==> src/rtl/mul_seq_xnyn_pkg.sv <==
`default_nettype none
// ============================================================================
// mul_seq_xnyn_pkg : shared handshake levels, FSM encoding and width helper
//                    for the sequential shift-add multiplier.
// Revision: 1.0
// ============================================================================
package mul_seq_xnyn_pkg;

  localparam logic READY_TRUE  = 1'b1;
  localparam logic READY_FALSE = 1'b0;

  typedef enum logic [1:0] {
    ST_IDLE = 2'd0,
    ST_RUN  = 2'd1,
    ST_FIX  = 2'd2,
    ST_DONE = 2'd3
  } state_e;

  function automatic int p_width(input int xw, input int yw);
    return xw + yw;
  endfunction

endpackage
`default_nettype wire

==> src/rtl/mul_seq_xnyn_step_add.sv <==
`default_nettype none
// ============================================================================
// mul_step_add : W-bit ripple adder built from a half-adder cell followed by
//                full-adder cells, one per bit.
// Revision: 1.0
// ============================================================================
module mul_step_add #(
  parameter int W = 5
) (
  input  logic [W-1:0] a,
  input  logic [W-1:0] b,
  output logic [W-1:0] sum
);

  logic [W:0] carry;

  assign carry[0] = 1'b0;

  for (genvar i = 0; i < W; i++) begin : g_bit
    if (i == 0) begin : g_ha
      assign sum[i]     = a[i] ^ b[i];
      assign carry[i+1] = a[i] & b[i];
    end else begin : g_fa
      assign sum[i]     = a[i] ^ b[i] ^ carry[i];
      assign carry[i+1] = (a[i] & b[i]) | (carry[i] & (a[i] ^ b[i]));
    end
  end

  // The accumulator window is sized so the final carry is always zero.
  logic unused_carry;
  assign unused_carry = carry[W];

endmodule
`default_nettype wire

==> src/rtl/mul_seq_xnyn.sv <==
`default_nettype none
// ============================================================================
// mul_seq_xnyn : iterative radix-2 shift-add multiplier, unsigned or signed
//                per operation, one multiplier bit retired per clock.
// Revision: 1.0
// ============================================================================
module mul_seq_xnyn
  import mul_seq_xnyn_pkg::*;
#(
  parameter int X_WIDTH   = 4,
  parameter int Y_WIDTH   = 4,
  parameter int SIGNED_EN = 1
) (
  input  logic                       clk,
  input  logic                       rst_n,
  input  logic                       start,
  input  logic                       sgn,
  input  logic [X_WIDTH-1:0]         x,
  input  logic [Y_WIDTH-1:0]         y,
  output logic [X_WIDTH+Y_WIDTH-1:0] p,
  output logic                       s,
  output logic                       rdy,
  output logic                       done
);

  localparam int P_WIDTH = p_width(X_WIDTH, Y_WIDTH);
  localparam int CNT_W   = $clog2(Y_WIDTH + 1);
  localparam logic [CNT_W-1:0] CNT_LAST = CNT_W'(Y_WIDTH - 1);
  localparam logic SGN_OK = (SIGNED_EN != 0);
  localparam logic [P_WIDTH-1:0] WIN_MASK = {{(Y_WIDTH-1){1'b0}}, {(X_WIDTH+1){1'b1}}};

  state_e               state_q, state_d;
  logic [X_WIDTH-1:0]   mx_q, mx_d;
  logic [Y_WIDTH-1:0]   my_q, my_d;
  logic                 neg_q, neg_d;
  logic [P_WIDTH-1:0]   acc_q, acc_d;
  logic [CNT_W-1:0]     cnt_q, cnt_d;
  logic [P_WIDTH-1:0]   p_q, p_d;
  logic                 s_q, s_d;
  logic                 rdy_q, rdy_d;
  logic                 done_q, done_d;

  logic                 sgn_eff;
  logic [X_WIDTH-1:0]   x_mag;
  logic [Y_WIDTH-1:0]   y_mag;
  logic [P_WIDTH-1:0]   acc_shift;
  logic [X_WIDTH:0]     add_a, add_b, add_sum;
  logic [P_WIDTH-1:0]   acc_upd;

  assign sgn_eff = sgn & SGN_OK;
  // Magnitude of the most negative value wraps to itself, which is correct unsigned.
  assign x_mag = (sgn_eff && x[X_WIDTH-1]) ? (~x + {{(X_WIDTH-1){1'b0}}, 1'b1}) : x;
  assign y_mag = (sgn_eff && y[Y_WIDTH-1]) ? (~y + {{(Y_WIDTH-1){1'b0}}, 1'b1}) : y;

  assign acc_shift = acc_q >> cnt_q;
  assign add_a     = acc_shift[X_WIDTH:0];
  assign add_b     = my_q[0] ? {1'b0, mx_q} : '0;
  assign acc_upd   = (acc_q & ~(WIN_MASK << cnt_q))
                   | ({{(Y_WIDTH-1){1'b0}}, add_sum} << cnt_q);

  mul_step_add #(
    .W (X_WIDTH + 1)
  ) u_step_add (
    .a   (add_a),
    .b   (add_b),
    .sum (add_sum)
  );

  always_comb begin
    state_d = state_q;
    mx_d    = mx_q;
    my_d    = my_q;
    neg_d   = neg_q;
    acc_d   = acc_q;
    cnt_d   = cnt_q;
    p_d     = p_q;
    s_d     = s_q;
    case (state_q)
      ST_IDLE: begin
        if (start) begin
          mx_d    = x_mag;
          my_d    = y_mag;
          neg_d   = sgn_eff & (x[X_WIDTH-1] ^ y[Y_WIDTH-1]);
          acc_d   = '0;
          cnt_d   = '0;
          state_d = ST_RUN;
        end
      end
      ST_RUN: begin
        acc_d = acc_upd;
        my_d  = my_q >> 1;
        cnt_d = cnt_q + 1'b1;
        if (cnt_q == CNT_LAST) begin
          state_d = ST_FIX;
        end
      end
      ST_FIX: begin
        p_d     = neg_q ? (~acc_q + {{(P_WIDTH-1){1'b0}}, 1'b1}) : acc_q;
        s_d     = neg_q;
        state_d = ST_DONE;
      end
      default: begin
        state_d = ST_IDLE;
      end
    endcase
    rdy_d  = (state_d == ST_IDLE) ? READY_TRUE : READY_FALSE;
    done_d = (state_d == ST_DONE);
  end

  always_ff @(posedge clk or negedge rst_n) begin
    if (!rst_n) begin
      state_q <= ST_IDLE;
      mx_q    <= '0;
      my_q    <= '0;
      neg_q   <= 1'b0;
      acc_q   <= '0;
      cnt_q   <= '0;
      p_q     <= '0;
      s_q     <= 1'b0;
      rdy_q   <= READY_TRUE;
      done_q  <= 1'b0;
    end else begin
      state_q <= state_d;
      mx_q    <= mx_d;
      my_q    <= my_d;
      neg_q   <= neg_d;
      acc_q   <= acc_d;
      cnt_q   <= cnt_d;
      p_q     <= p_d;
      s_q     <= s_d;
      rdy_q   <= rdy_d;
      done_q  <= done_d;
    end
  end

  assign p    = p_q;
  assign s    = s_q;
  assign rdy  = rdy_q;
  assign done = done_q;

endmodule
`default_nettype wire
==> config.mk <==
export PLATFORM = sky130hd
export DESIGN_NAME = mul_seq_xnyn
export DESIGN_NICKNAME = d
export VERILOG_FILES = /design/src/rtl/mul_seq_xnyn_pkg.sv /design/src/rtl/mul_seq_xnyn_step_add.sv /design/src/rtl/mul_seq_xnyn.sv
export SDC_FILE = /design/constraint.sdc
export NUM_CORES = 1
export LEC_CHECK = 0
export CORE_ASPECT_RATIO = 0.7
export CORE_MARGIN = 5
export CORE_UTILIZATION = 35
export CTS_CLUSTER_SIZE = 40
export DETAILED_ROUTE_END_ITERATION = 12
export PLACE_DENSITY = 0.66
export SETUP_SLACK_MARGIN = 0.05
export SYNTH_ARGS = -nofsm -noshare
export SYNTH_HDL_FRONTEND = slang
export SYNTH_HIERARCHICAL = 1
export SYNTH_SLANG_ARGS = --single-unit
==> constraint.sdc <==
create_clock -name clk -period 7.63 [get_ports clk]
set_input_delay 0.763 -clock clk [delete_from_list [all_inputs] [get_ports clk]]
set_output_delay 0.763 -clock clk [all_outputs]
set_load 0.01 [all_outputs]
==> results.txt, run 1 <==
First-pass GRT wire length: 8400 µm
Synth warnings: 6
Setup crit end kind: flop
Placed cell area: 2440 µm²
Initial antenna violation count: 0
Total global routing track utilization: 0.129
Required time of the critical path: 7820 ps
Post-synth EDFFs: 0
Register area: 827 µm²
Final Max Slew Viols: 0
Antenna viol nets, final: 0
Min-delay src: s
Clock Sinks: 33
Port Buffers: 22
Post-synth top area share: 0.367
Post_cts resized: 0
Area delta synth->final: 17.3%
LEAKAGE: 0.00114 µW
Max Cap Viol: 0
CTS tree: built
Grt total ovfl: 0
Primary FF master, synth: dfrtp_1
I/O pin total: 23
Post-synthesis sequential area ratio: 0.379
Via density: 5.16
Vias: 1729
Rel. slew slack: 0.505
DP Wirelength: 3530 µm
Die X-Extent: 104 µm
Area of the multi-input gates: 1210 µm²
Core ar.: 6130 µm²
Final Cycle Share: 0.486
CP max FO: 21
FMAX: 0.270 GHz
Placed cells: 327
Iter 0 DRT Violations: 111
Final Hold Violating Endpoints: 0
Synth Area per Inst: 9.08 µm²
RSZ-0062 raised after global routing: false
Finished Layout Cells: 335
Total wire length: 4840 µm
Final setup viols: 0
Synth top cells by count: dfrtp_1 (32), nand2_1 (32), o21ai_0 (23)
Origin of the critical flop-to-flop path: cnt_q[0]
DRC violation count after routing: 0
Status: completed
Clock tree buffer depth: 2
H-Tree Level Count: 2
Final Instance Area: 2560 µm²
Number of detailed-route iterations in the first pass: 4
Diodes inserted: 0
Mean routed wirelength per cell: 14.5 µm
Cts bufs inserted: 5
Minimum clock period: 3710 ps
Least-Margin Pin Slew: 742 ps
Post-synth top area cell: dfrtp_1
Initial Util: 0.356
Post-CTS Setup Inserts: 0
Fin Setup TNS: 0 ps
Row count: 24
P per Cell Area: 447 nW/µm²
Layout Skew: 12.2 ps
Fillers: 645
Share of cells above drive strength 1: 0.0700
Die ar.: 7930 µm²
Maximum VDD drop: 0.000123 V
GP Congestion: 0.881
CP startpoint: cnt_q[0]
Arrival @ worst endpoint: 3890 ps
Clk_lat worst skew: 290 ps
Gate Count Post-Synth: 240
Ys async rst share: 1.00
Post-synthesis register bit count: 33
Vias in the first global route: 1694
Nets: 280
CTS clk-pin slew, worst paths: 80 ps
Largest net degree at the start of global routing: 34
Die height: 76.0 µm
Worst Hold Class: reg2reg
WS Path Type: reg2reg
Worst setup SP type: flop
Syn nets: 264
Distinct cells, synth: 44
Root Driver: clkbuf_8
Post-Syn Area: 2180 µm²
Top cells by area, synth: dfrtp_1 (37%), mux2i_1 (6.4%), nand2_1 (5.5%), o21ai_0 (5.3%), ha_1 (5.2%)
CTS Hold Bufs: 0
-- where the power goes --
part / internal [µW] / total (µW) / switching [µW]
logic: 277 / 595 / 318
registers: 253 / 372 / 118
clock network: 106 / 176 / 69.5
-- final cells by class --
type	count	area share
inverter	19	0.0279
clock buffer	6	0.0323
multi-input combinational	174	0.475
timing repair buffer	23	0.0890
sequential	33	0.323
clock inverter	2	0.0147
tap	78	0.0382
-- cells by family after synthesis --
group / Yosys count / synth area share
compound gates: 59 / 0.178
xor+xnor: 10 / 0.0471
fa+ha+maj: 12 / 0.0792
buf+inv: 33 / 0.0637
flops: 33 / 0.379
mux: 17 / 0.0850
other cells: 1 / 0.00172
simple gates: 75 / 0.166
-- sequential cells by signal (all words and copies together) (netlist names), 2 cells and up --
register  cells
acc_q         8
p             8
mx_q          4
my_q          4
cnt_q         3
state_q       2
-- path summary, 6_finish.rpt --
kind / cells after the start / endpoint / slack, ps
min in group asynchronous: 2 / s / 880
worst min-delay path: 2 / s / 480
worst max register to register: 13 / acc_q[5] / 3920
max in group asynchronous: 2 / rdy / 6400
worst min register to register: 2 / s / 480
worst max-delay path: 13 / acc_q[5] / 3920
-- critical path, cell delays in order, from the launching register on --
cell and delay (ps):
dfrtp_1 830, mux2_2 420, a21oi_1 150, mux2i_1 90
ha_1 210, inv_1 70, fa_1 150, inv_1 40
fa_1 380, fa_1 480, mux2_2 310, nor2_1 90
o21ai_0 100, a32o_1 260
-- cells in the final DEF, fill, tap and decap left out, drive strengths merged, types with 2 or more instances in the layout --
cell / netlist / final
or3: 2 / 2
xor2: 4 / 4
xnor2: 5 / 5
nor2b: 2 / 2
o31ai: 5 / 5
a22oi: 3 / 3
o22ai: 2 / 2
and2: 5 / 5
a32o: 2 / 2
o41ai: 2 / 2
clkdlybuf4s50: 0 / 22
nor2: 15 / 15
o21ai: 30 / 30
nand2b: 5 / 5
o32ai: 2 / 2
fa: 3 / 3
mux2: 2 / 2
inv: 18 / 18
ha: 9 / 9
nand3: 9 / 9
clkbuf: 3 / 6
a31oi: 3 / 3
a21oi: 6 / 6
mux2i: 14 / 14
nand2: 32 / 32
dfrtp: 32 / 32
-- layer usage --
metal | vias up | global-route usage | part of all wire
li1 | 856 | - | -
met1 | 843 | 0.195 | 0.53
met2 | 22 | 0.174 | 0.42
met3 | 8 | 0.0322 | 0.033
met4 | 0 | 0.0505 | 0.015
met5 | - | 0 | 0
-- stage by stage --
stage | setup slack [ps] | utilization | hold WS [ps] | power (µW)
2_1_floorplan | 4440 | - | 438 | 796
3_3_place_gp | 4080 | 0.398 | 453 | 950
3_5_place_dp | 3960 | 0.398 | 465 | 962
4_1_cts | 3950 | 0.417 | 485 | 1140
5_1_grt | 3610 | 0.417 | 514 | 1250
6_report | 3920 | 0.417 | 479 | 1140
Note: power is estimated with default switching activity, not from simulation.
==> inputs of run 2 (changes only) <==
==> constraint.sdc (replaced) <==
create_clock -name clk -period 3.6 [get_ports clk]
set_input_delay 0.36 -clock clk [delete_from_list [all_inputs] [get_ports clk]]
set_output_delay 0.36 -clock clk [all_outputs]
set_load 0.01 [all_outputs]
==> run 2 against run 1 <==
Register-to-register slack lost 3600 ps. Worst hold slack lost 10 ps. Power grew 110%. Sequential share of layout area is essentially flat. Critical path depth is the same. Global-route usage grew 0.085 points. Via count grew 1.3%. Highest routed layer unchanged. Worst setup slack lost 3600 ps. Final cell count grew 1.5%. Sequential power grew 96%.
==> results.txt, run 2 (same netlist as run 1, synthesis figures left out) <==
Status: completed
Hold slack: 469 ps
Least-Margin Pin Slew: 625 ps
Post_cts resized: 0
Initial Util: 0.356
LEAKAGE: 0.00115 µW
Setup crit end kind: flop
Initial antenna violation count: 0
Final Hold Violating Endpoints: 0
Antenna viol nets, final: 0
Die height: 76.0 µm
Most common cell after layout, fill and taps aside: nand2_1
CTS tree: built
DRC violation count after routing: 0
Number of detailed-route iterations in the first pass: 7
Layout Skew: 16.4 ps
Share of cells above drive strength 1: 0.0840
First-pass GRT wire length: 8480 µm
Pre-CTS worst setup slack: 211 ps
Int Pwr: 1290 µW
FMAX: 0.305 GHz
Clock tree buffer depth: 2
Post-CTS Setup Inserts: 0
Power share of the sequential group: 0.306
RSZ-0062 raised after global routing: false
I/O pin total: 23
Vias in the first global route: 1647
Largest net degree at the start of global routing: 34
Mean routed wirelength per cell: 14.6 µm
Iter 0 DRT Violations: 161
Worst setup SP type: flop
Rel. slew slack: 0.583
Worst Hold Class: in2async
Final Cycle Share: 0.910
Total global routing track utilization: 0.130
P per Cell Area: 929 nW/µm²
Core ar.: 6130 µm²
Total wire length: 4950 µm
Final Max Slew Viols: 0
Switch share: 0.456
Root Driver: clkbuf_8
Via density: 5.15
Grt total ovfl: 0
Most frequent cells in the layout: nand2_1 (32), dfrtp_1 (31), o21ai_0 (22), clkdlybuf4s50_1 (22), inv_1 (18)
Maximum VDD drop: 0.000244 V
Area delta synth->final: 17.3%
Clock power share: 0.120
Port Buffers: 22
Nets: 285
CP max FO: 10
Final setup viols: 0
Vias: 1752
Required time of the critical path: 3800 ps
Cts bufs inserted: 5
CTS Hold Bufs: 0
Row count: 24
Clock Sinks: 33
CTS clk-pin slew, worst paths: 80 ps
Minimum clock period: 3280 ps
Fin Setup TNS: 0 ps
GP Congestion: 0.910
Combinational share of power: 0.574
Setup ws final: 325 ps
Die X-Extent: 104 µm
Arrival @ worst endpoint: 3480 ps
H-Tree Level Count: 2
WS Path Type: reg2reg
Diodes inserted: 0
DP Wirelength: 3670 µm
Switching power: 1080 µW
Max Cap Viol: 0
Die ar.: 7930 µm²
Clk_lat worst skew: 310 ps
-- run 2: cell types whose count changed in the layout (fill, tap and decap cells not counted), sizes merged --
cell	delta
clkinv	+1
clkinvlp	-1
clkbuf	+1
bufinv	-1
buf	+5
-- run 2: path summary, 6_finish.rpt --
check	endpoint	start	slack [ps]	depth (start not counted)
worst max-delay path	acc_q[5]	cnt_q[0]	320	13
worst min-delay path	s	rst_n	470	2
worst max register to register	acc_q[5]	cnt_q[0]	320	13
worst min register to register	p[4]	p[4]	480	2
max in group asynchronous	rdy	rst_n	2780	2
min in group clk	p[4]	p[4]	480	2
-- run 2: through the flow --
stage	utilization	total power (µW)	cell area, µm²	std cells
floorplan	-	1690	2180	240
detailed placement	0.404	2080	2470	332
CTS	0.417	2370	2560	340
finish	0.417	2380	2560	340
global route	0.417	2580	2560	340
global placement	0.404	2060	2470	332
-- run 2: critical path, stage by stage, from the launching register on --
cell	delay [ps]
dfrtp_2	480
mux2_2	370
a21oi_1	140
mux2i_1	90
ha_1	210
inv_1	70
fa_1	180
inv_1	50
fa_1	370
fa_1	470
mux2_2	310
nor2_1	90
o21ai_0	90
a32o_1	260
-- run 2: power groups by stage --
stage               logic, µW  clock network, µW  registers (µW)
CTS                      1360                283             728
detailed placement       1350                  0             733
global placement         1330                  0             728
finish                   1360                284             728
floorplan                1000                  0             682
global route             1530                303             756
-- run 2: cell type report --
class / instances / area (µm²)
flip-flops and latches: 33 / 828
clock inverters: 1 / 5.00
inverters: 19 / 71.3
repair buffers: 28 / 265
well taps: 78 / 97.6
clock buffers: 7 / 76.3
fillers: 629 / 3570
multi-input cells: 174 / 1210
-- run 2: routing by layer --
metal  global-route usage  routed length, µm
met5                    0                  0
met4               0.0401                 58
met3               0.0440                358
met2                0.171               2040
met1                0.197               2500
==> inputs of run 3 (changes only) <==
--- a/config.mk
+++ b/config.mk
@@ -5,11 +5,13 @@
 export SDC_FILE = /design/constraint.sdc
 export NUM_CORES = 1
 export LEC_CHECK = 0
+export CAP_MARGIN = 20
 export CORE_ASPECT_RATIO = 0.7
 export CORE_MARGIN = 5
 export CORE_UTILIZATION = 35
 export CTS_CLUSTER_SIZE = 40
 export DETAILED_ROUTE_END_ITERATION = 12
+export HOLD_SLACK_MARGIN = 0.05
 export PLACE_DENSITY = 0.66
 export SETUP_SLACK_MARGIN = 0.05
 export SYNTH_ARGS = -nofsm -noshare
==> results of run 3 <==
Final layout, timing and power as in run 2 (identical DEF).
